$ cat src/rtl/uart_pkg.sv
// Shared UART definitions: transmitter state encoding, bit-period helper and frame width.
package uart_pkg;

    typedef enum logic [1:0] {IDLE, START, DATA, STOP} tx_state_t;

    localparam int DATA_BITS = 8;

    // Rounded to the nearest whole cycle so the baud error stays below half a cycle per bit.
    function automatic int cycles_per_bit(input int clock_hz, input int baud);
        return (clock_hz + baud / 2) / baud;
    endfunction

endpackage

$ cat src/rtl/uart_bit_timer.sv
// Bit-period timer: counts CPB cycles while running and pulses bit_done on the last one.
module uart_bit_timer #(
    parameter int CPB = 4
) (
    input  logic clock,
    input  logic reset,
    input  logic clear,
    output logic bit_done
);

    localparam int CNT_W = (CPB > 1) ? $clog2(CPB) : 1;
    localparam logic [CNT_W-1:0] LAST = CNT_W'(CPB - 1);

    logic [CNT_W-1:0] cnt_q, cnt_d;

    always_comb begin
        bit_done = !clear && (cnt_q == LAST);
        if (clear || bit_done) cnt_d = '0;
        else                   cnt_d = cnt_q + CNT_W'(1);
    end

    always_ff @(posedge clock or negedge reset) begin
        if (!reset) cnt_q <= '0;
        else        cnt_q <= cnt_d;
    end

endmodule

$ cat src/rtl/uart_tx_stream.sv
// Stream-to-UART transmitter: one-entry holding register in front of an 8N1/8N2 serialiser,
// so a continuously valid upstream yields back-to-back frames with no idle gap.
module uart_tx_stream
    import uart_pkg::*;
#(
    parameter int CLOCK_HZ  = 27000000,
    parameter int BAUD_RATE = 115200,
    parameter int STOP_BITS = 1
) (
    input  logic       clock,
    input  logic       reset,
    input  logic       valid,
    output logic       ready,
    input  logic [7:0] data,
    output logic       tx,
    output logic       busy
);

    localparam int CPB = cycles_per_bit(CLOCK_HZ, BAUD_RATE);
    localparam logic [2:0] LAST_BIT = 3'(DATA_BITS - 1);
    localparam logic LAST_STOP = 1'(STOP_BITS - 1);

    if (CPB < 2) begin : g_bad_cpb
        $error("uart_tx_stream: cycles per bit must be at least 2");
    end
    if (STOP_BITS != 1 && STOP_BITS != 2) begin : g_bad_stop
        $error("uart_tx_stream: STOP_BITS must be 1 or 2");
    end

    tx_state_t state_q, state_d;
    logic hold_full_q, hold_full_d;
    logic ready_q, ready_d;
    logic tx_q, tx_d;
    logic [2:0] bit_cnt_q, bit_cnt_d;
    logic stop_idx_q, stop_idx_d;
    logic [DATA_BITS-1:0] hold_data_q, hold_data_d;
    logic [DATA_BITS-1:0] shift_q, shift_d;
    logic load;
    logic bit_done;
    logic timer_clear;

    // Timer is held at zero while idle so a new frame always starts on a full start bit.
    assign timer_clear = (state_q == IDLE);

    uart_bit_timer #(.CPB(CPB)) u_bit_timer (
        .clock    (clock),
        .reset    (reset),
        .clear    (timer_clear),
        .bit_done (bit_done)
    );

    always_comb begin
        state_d     = state_q;
        hold_full_d = hold_full_q;
        tx_d        = tx_q;
        bit_cnt_d   = bit_cnt_q;
        stop_idx_d  = stop_idx_q;
        hold_data_d = hold_data_q;
        shift_d     = shift_q;
        load        = 1'b0;

        if (valid && ready_q) begin
            hold_data_d = data;
            hold_full_d = 1'b1;
        end

        case (state_q)
            IDLE: begin
                if (hold_full_q) load = 1'b1;
            end
            START: begin
                if (bit_done) begin
                    state_d   = DATA;
                    tx_d      = shift_q[0];
                    bit_cnt_d = '0;
                end
            end
            DATA: begin
                if (bit_done) begin
                    if (bit_cnt_q == LAST_BIT) begin
                        tx_d       = 1'b1;
                        stop_idx_d = 1'b0;
                        state_d    = STOP;
                    end else begin
                        bit_cnt_d = bit_cnt_q + 3'd1;
                        shift_d   = shift_q >> 1;
                        tx_d      = shift_q[1];
                    end
                end
            end
            STOP: begin
                if (bit_done) begin
                    if (stop_idx_q == LAST_STOP) begin
                        if (hold_full_q) load = 1'b1;
                        else             state_d = IDLE;
                    end else begin
                        stop_idx_d = 1'b1;
                    end
                end
            end
            default: state_d = IDLE;
        endcase

        // A transfer needs a full hold register, a handshake an empty one: never both.
        if (load) begin
            shift_d     = hold_data_q;
            hold_full_d = 1'b0;
            tx_d        = 1'b0;
            state_d     = START;
        end

        ready_d = !hold_full_d;
    end

    always_ff @(posedge clock or negedge reset) begin
        if (!reset) begin
            state_q     <= IDLE;
            hold_full_q <= 1'b0;
            ready_q     <= 1'b0;
            tx_q        <= 1'b1;
            bit_cnt_q   <= '0;
            stop_idx_q  <= 1'b0;
        end else begin
            state_q     <= state_d;
            hold_full_q <= hold_full_d;
            ready_q     <= ready_d;
            tx_q        <= tx_d;
            bit_cnt_q   <= bit_cnt_d;
            stop_idx_q  <= stop_idx_d;
        end
    end

    always_ff @(posedge clock) begin
        hold_data_q <= hold_data_d;
        shift_q     <= shift_d;
    end

    assign ready = ready_q;
    assign tx    = tx_q;
    assign busy  = (state_q != IDLE) || hold_full_q;

endmodule

$ cat config.mk
export PLATFORM = sky130hd
export DESIGN_NAME = uart_tx_stream
export DESIGN_NICKNAME = d
export VERILOG_FILES = /design/src/rtl/uart_pkg.sv /design/src/rtl/uart_bit_timer.sv /design/src/rtl/uart_tx_stream.sv
export SDC_FILE = /design/constraint.sdc
export NUM_CORES = 1
export LEC_CHECK = 0
export ABC_AREA = 1
export ABC_CLOCK_PERIOD_IN_PS = 5000
export BUFFER_PORTS_ARGS = -buffer_cell sky130_fd_sc_hd__buf_2
export CAP_MARGIN = 20
export CORE_UTILIZATION = 24
export CTS_CLUSTER_DIAMETER = 100
export CTS_CLUSTER_SIZE = 40
export DETAILED_ROUTE_END_ITERATION = 10
export PLACE_DENSITY = 0.47
export SYNTH_ARGS = -nofsm -noshare
export SYNTH_HDL_FRONTEND = slang
export SYNTH_HIERARCHICAL = 1
export SYNTH_SLANG_ARGS = --single-unit
export TNS_END_PERCENT = 5
$ cat constraint.sdc
create_clock -name clock -period 5 [get_ports clock]
set_clock_uncertainty 0.15 [all_clocks]
set_input_delay 1 -clock clock [delete_from_list [all_inputs] [get_ports clock]]
set_output_delay 1 -clock clock [all_outputs]
set_load 0.005 [all_outputs]
==> impl_metrics.py, run 1 <==
metrics = {
    "run_status": {
        "status": "finished clean",
    },
    "global_routing": {
        "grt_max_degree": 17,
        "antenna_found_initial": 0,
        "grt_pass1_wl_mm": 4.53,
        "grtUsageTotal": 0.0912,
        "gr-total-overflow": 0,
        "grt_pass1_vias": 1040,
    },
    "routing": {
        "detail_route.wl_per_cell_um": 10.1,
        "drtIter0Drc": 44,
        "routed_via_density": 4.00,
        "firstDrtPassIters": 4,
        "drc": 0,
        "ant_nets": 0,
        "wirelength_mm": 2.55,
        "via_count": 1009,
    },
    "timing": {
        "post-route-period-util": 0.470,
        "setup_tns_ns": 0,
        "report.final.slew_viol_count": 0,
        "finalHoldViolations": 0,
        "rsz0062_at_grt": "no",
        "worst_pin_slew_ns": 0.369,
        "slew_headroom": 0.754,
        "setup_viol_count_final": 0,
        "timing.fmax_ghz": 0.425,
        "min_period_ns": 2.35,
    },
    "critical_path": {
        "cpLargestDelayFamily": "simple AND/OR/NAND/NOR gates",
        "criticalPathCategory": "register to register",
        "path_cells": "inv_1, ha_1, nand2_1, nand3b_1, nor2_1, nand2_2, nand2_4, nand2_4, o21ai_0, buf_2",
        "cp_num_buf_inv": 2,
        "rr_startpoint": "u_bit_timer/cnt_q[1]",
        "critPathMaxStageDelay_ns": 0.40,
        "reg2reg_slack_ns": 2.65,
        "path_max_fanout": 13,
        "crit_cells": 10,
        "arrival_ns": 2.18,
        "cp.required_ns": 4.83,
        "start_kind": "register",
        "slowest_stage": "dfrtp_1",
        "reg2reg_to": "shift_q[1]",
        "rr_worst_depth": 10,
        "crit_top_cell": "nand2_4",
        "end_kind": "register",
    },
    "floorplanning": {
        "dieArea_mm2": 0.00669,
        "rows": 28,
        "start_util": 0.254,
        "design.core.area_mm2": 0.00603,
        "die_h_um": 81.8,
        "io_pins": 14,
        "die_w_um": 81.8,
    },
    "power": {
        "power_density_mw_per_mm2": 396,
        "intPower_uw": 510,
        "pwr-share-comb": 0.178,
        "p_sw_uw": 198,
        "irDropWorstVdd_uv": 187,
        "clkPwrFrac": 0.340,
        "p_leak_uw": 0.000817,
        "swShare": 0.280,
        "p_seq_frac": 0.481,
    },
    "synthesis": {
        "syn_area_per_cell_um2": 9.80,
        "synth_top_cell_by_area": "edfxtp_1",
        "ys_types": 23,
        "syn_nets": 175,
        "synth-edff-count": 16,
        "synthTopCellsByArea": "edfxtp_1 31%, dfrtp_1 25%, nand2_1 11%",
        "yosysWarnings": 6,
        "ys_seq_area_frac": 0.577,
        "netlist_area_mm2": 0.00153,
        "synth_top_flop_cell": "edfxtp_1",
        "synth_top_area_share": 0.314,
        "syn_inst": 156,
        "ys_async_sr_fraction": 0.500,
        "yosys_register_bits": 32,
    },
    "finish": {
        "mostFrequentLayoutCells": "46 x nand2_1, 21 x nor2_1, 16 x edfxtp_1",
        "drive_above_1_share": 0.175,
        "final_common_cell": "nand2_1",
        "fin_cells": 252,
        "antenna_cells": 0,
        "finalNetCount": 195,
        "fillCellCount": 666,
        "syn_to_final_growth_pct": 17.0,
    },
    "clocking": {
        "cts-root-buf": "clkbuf_8",
        "cts_tree": "built",
        "ctsHoldBuffers": 0,
        "cts.sinks": 32,
        "cts_buffers": 5,
        "cts_resized": 0,
        "clkTransAtPathRegs_ns": 0.07,
        "cts_buffer_depth": 2,
        "post-cts-setup-buffers": 0,
        "htree_levels": 2,
        "clk_latency_ns": 0.28,
    },
    "min_path": {
        "hold_depth": 2,
        "hold_path.class": "register to register",
        "worstHoldStart": "bit_cnt_q[2]",
        "holdPathEnd": "bit_cnt_q[2]",
    },
    "placed_design": {
        "numPlacedInstances": 243,
        "port_buffers": 13,
        "dpl.hpwl_mm": 1.86,
        "place_congestion": 0.720,
    },
    "job": {
        "max-cap-violations": 0,
    },
}
-- state kept, by name, indices dropped and copies added (netlist names) --
signal	cells
shift_q	8
tx	1
u_bit_timer/cnt_q	8
bit_cnt_q	3
ready	1
hold_full_q	1
state_q	2
hold_data_q	8
-- power groups by stage --
stage	registers (uW)	clock network, uW	logic, uW
after detailed placement	347	0	129
after global routing	345	259	148
after CTS	341	250	129
after floorplan	342	0	99.7
final	341	241	126
after global placement	346	0	129
-- routing by layer --
layer  wire length [um]  GRT usage  vias to the layer above
li1                   -          -                      542
met1               1310      0.119                      448
met2               1080      0.131                       15
met3                 90     0.0267                        4
met4                 63     0.0579                        0
met5                  0          0                        -
-- through the flow --
step                       util  hold slack (ns)  setup WS, ns  cell area, um2  power [uW]
after floorplan               -            0.296          2.65            1530         441
after global placement    0.278            0.314          2.30            1680         475
after detailed placement  0.278            0.332          2.28            1680         475
after CTS                 0.296            0.348          2.27            1780         721
after global routing      0.297            0.373          2.44            1790         752
final                     0.297            0.336          2.65            1790         709
-- worst max path at each step --
| stage | start | endpoint |
|---|---|---|
| after floorplan | u_bit_timer/cnt_q[1] | shift_q[0] |
| after global placement | u_bit_timer/cnt_q[1] | shift_q[7] |
| after detailed placement | u_bit_timer/cnt_q[1] | shift_q[7] |
| after CTS | u_bit_timer/cnt_q[1] | shift_q[6] |
| after global routing | u_bit_timer/cnt_q[1] | shift_q[1] |
| final | u_bit_timer/cnt_q[1] | shift_q[1] |
-- logic make-up after synthesis --
family / Yosys count / share of synthesized area
buffers and inverters: 17 / 0.0466
adders and majority gates: 8 / 0.0655
DFF: 32 / 0.577
and+or+nand+nor: 89 / 0.265
AOI/OAI and AO/OA: 7 / 0.0286
xor gates and xnor gates: 3 / 0.0172
-- worst register-to-register path, cell delays in order, from the launching register on --
cell and delay [ns]:
dfrtp_1 0.40, inv_1 0.08, ha_1 0.13, nand2_1 0.04
nand3b_1 0.18, nor2_1 0.29, nand2_2 0.11, nand2_4 0.13
nand2_4 0.13, o21ai_0 0.15, buf_2 0.26
-- cell usage after synthesis (2+ instances only) --
cell type,instances
nand2_4,3
o21ai_0,2
ha_1,8
dfrtp_1,15
inv_1,15
nand2_2,2
o21bai_1,2
nand2_1,46
xor2_1,2
nor2_1,21
edfxtp_1,16
nor2_2,2
nand4_1,2
nand3_1,11
-- area by class of cell --
class	instances	area, um2	share of cell area
multi-input cells	107	576	0.322
well taps	75	93.8	0.0524
clock buffers	6	72.6	0.0406
inverters	16	60.1	0.0336
flip-flops and latches	32	882	0.493
repair buffers	14	70.1	0.0392
clock inverters	2	35.0	0.0196
(Power assumes the default switching activity.)
==> run 2: changes to the inputs <==
--- a/config.mk
+++ b/config.mk
@@ -6,7 +6,7 @@
 export NUM_CORES = 1
 export LEC_CHECK = 0
 export ABC_AREA = 1
-export ABC_CLOCK_PERIOD_IN_PS = 5000
+export ABC_CLOCK_PERIOD_IN_PS = 2450
 export BUFFER_PORTS_ARGS = -buffer_cell sky130_fd_sc_hd__buf_2
 export CAP_MARGIN = 20
 export CORE_UTILIZATION = 24
==> constraint.sdc (replaced) <==
create_clock -name clock -period 2.45 [get_ports clock]
set_clock_uncertainty 0.15 [all_clocks]
set_input_delay 0.49 -clock clock [delete_from_list [all_inputs] [get_ports clock]]
set_output_delay 0.49 -clock clock [all_outputs]
set_load 0.005 [all_outputs]
==> impl_metrics.py, run 2 (synthesis gave the netlist of run 1 again) <==
metrics = {
    "routing": {
        "firstDrtPassIters": 4,
        "wl_met2_mm": 1.09,
        "routed_via_density": 4.05,
        "detail_route.wl_per_cell_um": 10.6,
        "drc": 0,
        "wl_met3_um": 128,
        "drtIter0Drc": 12,
        "ant_nets": 0,
        "wl_met1_mm": 1.39,
        "via_count": 1024,
        "topRoutingLayerUsed": "met4",
        "wirelength_mm": 2.68,
    },
    "critical_path": {
        "path_cells": "inv_1, ha_1, nand2_1, nand3b_1, nor2_2, nand2_2, nand2_4, nand2_4, o21ai_0, buf_4",
        "path_max_fanout": 13,
        "cp_num_buf_inv": 2,
        "arrival_ns": 1.98,
        "start_kind": "register",
        "cp.required_ns": 2.30,
        "criticalPathCategory": "register to register",
        "critPathMaxStageDelay_ns": 0.39,
        "crit_top_cell": "nand2_4",
        "cpLargestDelayFamily": "simple AND/OR/NAND/NOR gates",
        "end_kind": "register",
        "reg2reg_slack_ns": 0.32,
        "slowest_stage": "dfrtp_1",
    },
    "floorplanning": {
        "io_pins": 14,
        "dieArea_mm2": 0.00669,
        "start_util": 0.254,
        "die_h_um": 81.8,
        "die_w_um": 81.8,
        "rows": 28,
        "design.core.area_mm2": 0.00603,
    },
    "timing": {
        "setup_viol_count_final": 0,
        "post-route-period-util": 0.869,
        "timing.fmax_ghz": 0.470,
        "worst_pin_slew_ns": 0.358,
        "finalHoldViolations": 0,
        "min_period_ns": 2.13,
        "setup_tns_ns": 0,
        "report.final.slew_viol_count": 0,
        "rsz0062_at_grt": "no",
        "worst_slack_ns": 0.320,
        "slew_headroom": 0.762,
    },
    "finish": {
        "fin_cells": 253,
        "finalCoreUtilization": 0.299,
        "final_common_cell": "nand2_1",
        "syn_to_final_growth_pct": 18.0,
        "mostFrequentLayoutCells": "46 x nand2_1, 20 x nor2_1, 16 x edfxtp_1",
        "drive_above_1_share": 0.180,
        "antenna_cells": 0,
        "reg_top3": "hold_data_q (8), shift_q (8), u_bit_timer/cnt_q (8)",
        "finalNetCount": 196,
        "fillCellCount": 652,
    },
    "power": {
        "power_density_mw_per_mm2": 803,
        "irDropWorstVdd_uv": 397,
        "p_leak_uw": 0.000821,
    },
    "placed_design": {
        "dpl.hpwl_mm": 1.96,
        "dp_worst_setup_slack_ns": 0.228,
        "port_buffers": 13,
        "numPlacedInstances": 244,
        "place_congestion": 0.749,
    },
    "job": {
        "max-cap-violations": 0,
    },
    "global_routing": {
        "antenna_found_initial": 0,
        "grt_pass1_vias": 1035,
        "grtUsageTotal": 0.0994,
        "gr-total-overflow": 0,
        "grt_max_degree": 17,
        "grt_pass1_wl_mm": 4.90,
    },
    "clocking": {
        "htree_levels": 2,
        "cts.sinks": 32,
        "clkTransAtPathRegs_ns": 0.07,
        "cts_tree": "built",
        "clk_latency_ns": 0.28,
        "cts-root-buf": "clkbuf_8",
        "cts_buffers": 5,
        "cts_buffer_depth": 2,
    },
    "min_path": {
        "hold_path.class": "input port to register",
    },
    "run_status": {
        "status": "finished clean",
    },
}
==> run 2: final timing paths <==
| path | endpoint | cells past startpoint | from |
|---|---|---|---|
| min | hold_data_q[0] | 1 | data[0] |
| min reg2reg | bit_cnt_q[1] | 2 | bit_cnt_q[1] |
| max in group asynchronous | tx | 2 | reset |
| min in group asynchronous | hold_full_q | 2 | reset |
| max | shift_q[2] | 10 | u_bit_timer/cnt_q[1] |
| max reg2reg | shift_q[2] | 10 | u_bit_timer/cnt_q[1] |
==> run 2: power breakdown <==
part           internal [uW]  switching [uW]  total (uW)
Combinational            102             159         261
Sequential               641            56.5         698
Clock                    301             188         490
Total                   1040             404        1450
==> run 2: layer usage <==
layer / up-vias / GRT usage
met5: - / 0
met4: 0 / 0.0526
met3: 5 / 0.0256
met2: 16 / 0.136
met1: 461 / 0.141
li1: 542 / -
==> run 2: worst register-to-register path, cell delays in order, from the launching register on <==
cell      delay [ns]
dfrtp_1         0.39
inv_1           0.08
ha_1            0.14
nand2_1         0.04
nand3b_1        0.20
nor2_2          0.21
nand2_2         0.09
nand2_4         0.11
nand2_4         0.12
o21ai_0         0.11
buf_4           0.20
==> run 2: metrics by stage <==
stage                     instance area [um2]  hold slack, ns  total power, uW
final                                    1800           0.228             1450
after global routing                     1800           0.217             1540
after CTS                                1800           0.216             1470
after detailed placement                 1680           0.278              975
after global placement                   1680           0.281              972
after floorplan                          1530          0.0444              900
==> run 2: what timing repair did <==
item | CTS | global route
endpoints found under the hold margin | 15 | 0
endpoints found under the setup margin | 0 | 8
buffers inserted | 0 | 0
gates resized for setup | 0 | 1
hold buffers | 1 | 0
==> run 2: layout make-up <==
class                   instances  area, um2  area share
flip-flops and latches         32        882       0.489
clock buffers                   6       72.6      0.0402
inverters                      16       60.1      0.0333
repair buffers                 15       82.6      0.0458
multi-input cells             107        578       0.320
clock inverters                 2       35.0      0.0194
well taps                      75       93.8      0.0520
==> run 3: changes to the inputs <==
--- a/config.mk
+++ b/config.mk
@@ -9,11 +9,11 @@
 export ABC_CLOCK_PERIOD_IN_PS = 2450
 export BUFFER_PORTS_ARGS = -buffer_cell sky130_fd_sc_hd__buf_2
 export CAP_MARGIN = 20
-export CORE_UTILIZATION = 24
+export CORE_UTILIZATION = 50
 export CTS_CLUSTER_DIAMETER = 100
 export CTS_CLUSTER_SIZE = 40
 export DETAILED_ROUTE_END_ITERATION = 10
-export PLACE_DENSITY = 0.47
+export PLACE_DENSITY = 0.77
 export SYNTH_ARGS = -nofsm -noshare
 export SYNTH_HDL_FRONTEND = slang
 export SYNTH_HIERARCHICAL = 1
==> impl_metrics.py, run 3 (synthesis gave the netlist of run 1 again) <==
metrics = {
    "floorplanning": {
        "design.core.area_mm2": 0.00283,
        "io_pins": 14,
        "dieArea_mm2": 0.00328,
        "die_w_um": 57.3,
        "die_h_um": 57.3,
        "rows": 19,
        "start_util": 0.540,
    },
    "timing": {
        "setup_tns_ns": 0,
        "report.final.slew_viol_count": 0,
        "timing.fmax_ghz": 0.455,
        "finalHoldViolations": 0,
        "min_period_ns": 2.20,
        "worst_pin_slew_ns": 0.345,
        "slew_headroom": 0.770,
        "rsz0062_at_grt": "no",
        "setup_viol_count_final": 0,
        "post-route-period-util": 0.897,
    },
    "global_routing": {
        "grt_pass1_wl_mm": 4.01,
        "grt_max_degree": 17,
        "gr-total-overflow": 0,
        "antenna_found_initial": 0,
        "grt_pass1_vias": 968,
        "grtUsageTotal": 0.166,
    },
    "finish": {
        "final_common_cell": "nand2_1",
        "drive_above_1_share": 0.174,
        "antenna_cells": 0,
        "finalNetCount": 196,
        "reg_top3": "hold_data_q (8), shift_q (8), u_bit_timer/cnt_q (8)",
        "syn_to_final_growth_pct": 12.2,
        "mostFrequentLayoutCells": "46 x nand2_1, 21 x nor2_1, 16 x edfxtp_1",
    },
    "placed_design": {
        "dpl.hpwl_mm": 1.81,
        "place_congestion": 0.810,
        "port_buffers": 13,
    },
    "routing": {
        "drc": 0,
        "ant_nets": 0,
        "via_count": 1051,
        "detail_route.wl_per_cell_um": 11.3,
        "wirelength_mm": 2.36,
        "routed_via_density": 5.03,
        "firstDrtPassIters": 5,
        "drtIter0Drc": 34,
    },
    "critical_path": {
        "end_kind": "register",
        "criticalPathCategory": "register to register",
        "cp.required_ns": 2.34,
        "slowest_stage": "dfrtp_1",
        "path_cells": "inv_1, ha_1, nand2_1, nand3b_1, nor2_1, nand2_2, nand2_4, nand2_4, o21ai_0, buf_4",
        "critPathMaxStageDelay_ns": 0.41,
        "cpLargestDelayFamily": "simple AND/OR/NAND/NOR gates",
        "start_kind": "register",
        "arrival_ns": 2.09,
        "path_max_fanout": 13,
        "cp_num_buf_inv": 2,
        "crit_top_cell": "nand2_4",
    },
    "clocking": {
        "htree_levels": 2,
        "cts_tree": "built",
        "cts-root-buf": "clkbuf_4",
        "post-cts-setup-buffers": 0,
        "clk_latency_ns": 0.32,
        "cts_buffer_depth": 2,
        "cts_buffers": 5,
        "clkTransAtPathRegs_ns": 0.09,
        "cts.sinks": 32,
    },
    "min_path": {
        "hold_path.class": "input port to register",
    },
    "job": {
        "max-cap-violations": 0,
    },
    "power": {
        "p_leak_uw": 0.000808,
        "power_density_mw_per_mm2": 777,
        "irDropWorstVdd_uv": 401,
        "total_power_uw": 1330,
    },
    "run_status": {
        "status": "finished clean",
    },
}
## run 3: cell count changes in the layout (fill, tap and decap cells not counted)
| cell | change |
|---|---|
| nor2_2 | -1 |
| clkbuf_4 | +5 |
| nor2_1 | +1 |
| clkbuf_8 | -5 |
## run 3: report_power, final
group / internal (uW) / switching, uW / leakage (uW)
combinational: 102 / 156 / 0.000418
clock: 214 / 164 / 0.0000422
sequential: 640 / 57.7 / 0.000349
## run 3: repair_timing
action | in CTS | in global routing
gates resized for setup | 0 | 0
hold buffers | 1 | 0
endpoints found under the hold margin | 15 | 0
## run 3: per-layer routing
layer | GRT usage | share of wire | up-vias
met3 | 0.0476 | 0.039 | 8
met5 | 0 | 0 | -
met2 | 0.237 | 0.44 | 26
met1 | 0.231 | 0.50 | 475
met4 | 0.0836 | 0.019 | 0
li1 | - | - | 542
## run 3: cell type report
cell class / count / area (um2)
clock inverters: 2 / 35.0
inverters: 16 / 60.1
repair buffers: 15 / 82.6
clock buffers: 6 / 41.3
multi-input cells: 107 / 576
fillers: 251 / 1110
flip-flops and latches: 32 / 882
well taps: 31 / 38.8
## run 3: worst paths after layout
check                                     startpoint              to  slack (ns)  cells after the start
max in group asynchronous                      reset              tx        1.41                      2
worst min register to register          bit_cnt_q[1]    bit_cnt_q[1]        0.34                      2
worst max-delay path            u_bit_timer/cnt_q[1]      shift_q[5]        0.25                     10
worst min-delay path                         data[2]  hold_data_q[2]        0.19                      1
worst max register to register  u_bit_timer/cnt_q[1]      shift_q[5]        0.25                     10
min in group asynchronous                      reset    bit_cnt_q[0]        0.44                      2
## run 3: through the flow
step	util	hold WS, ns	instance area (um2)	setup WS [ns]	std cells
floorplan	-	0.0444	1530	0.100	156
global placement	0.576	0.274	1630	0.326	200
detailed placement	0.576	0.280	1630	0.251	200
CTS	0.606	0.172	1720	0.240	209
global route	0.606	0.153	1720	0.0246	209
finish	0.606	0.190	1720	0.252	209
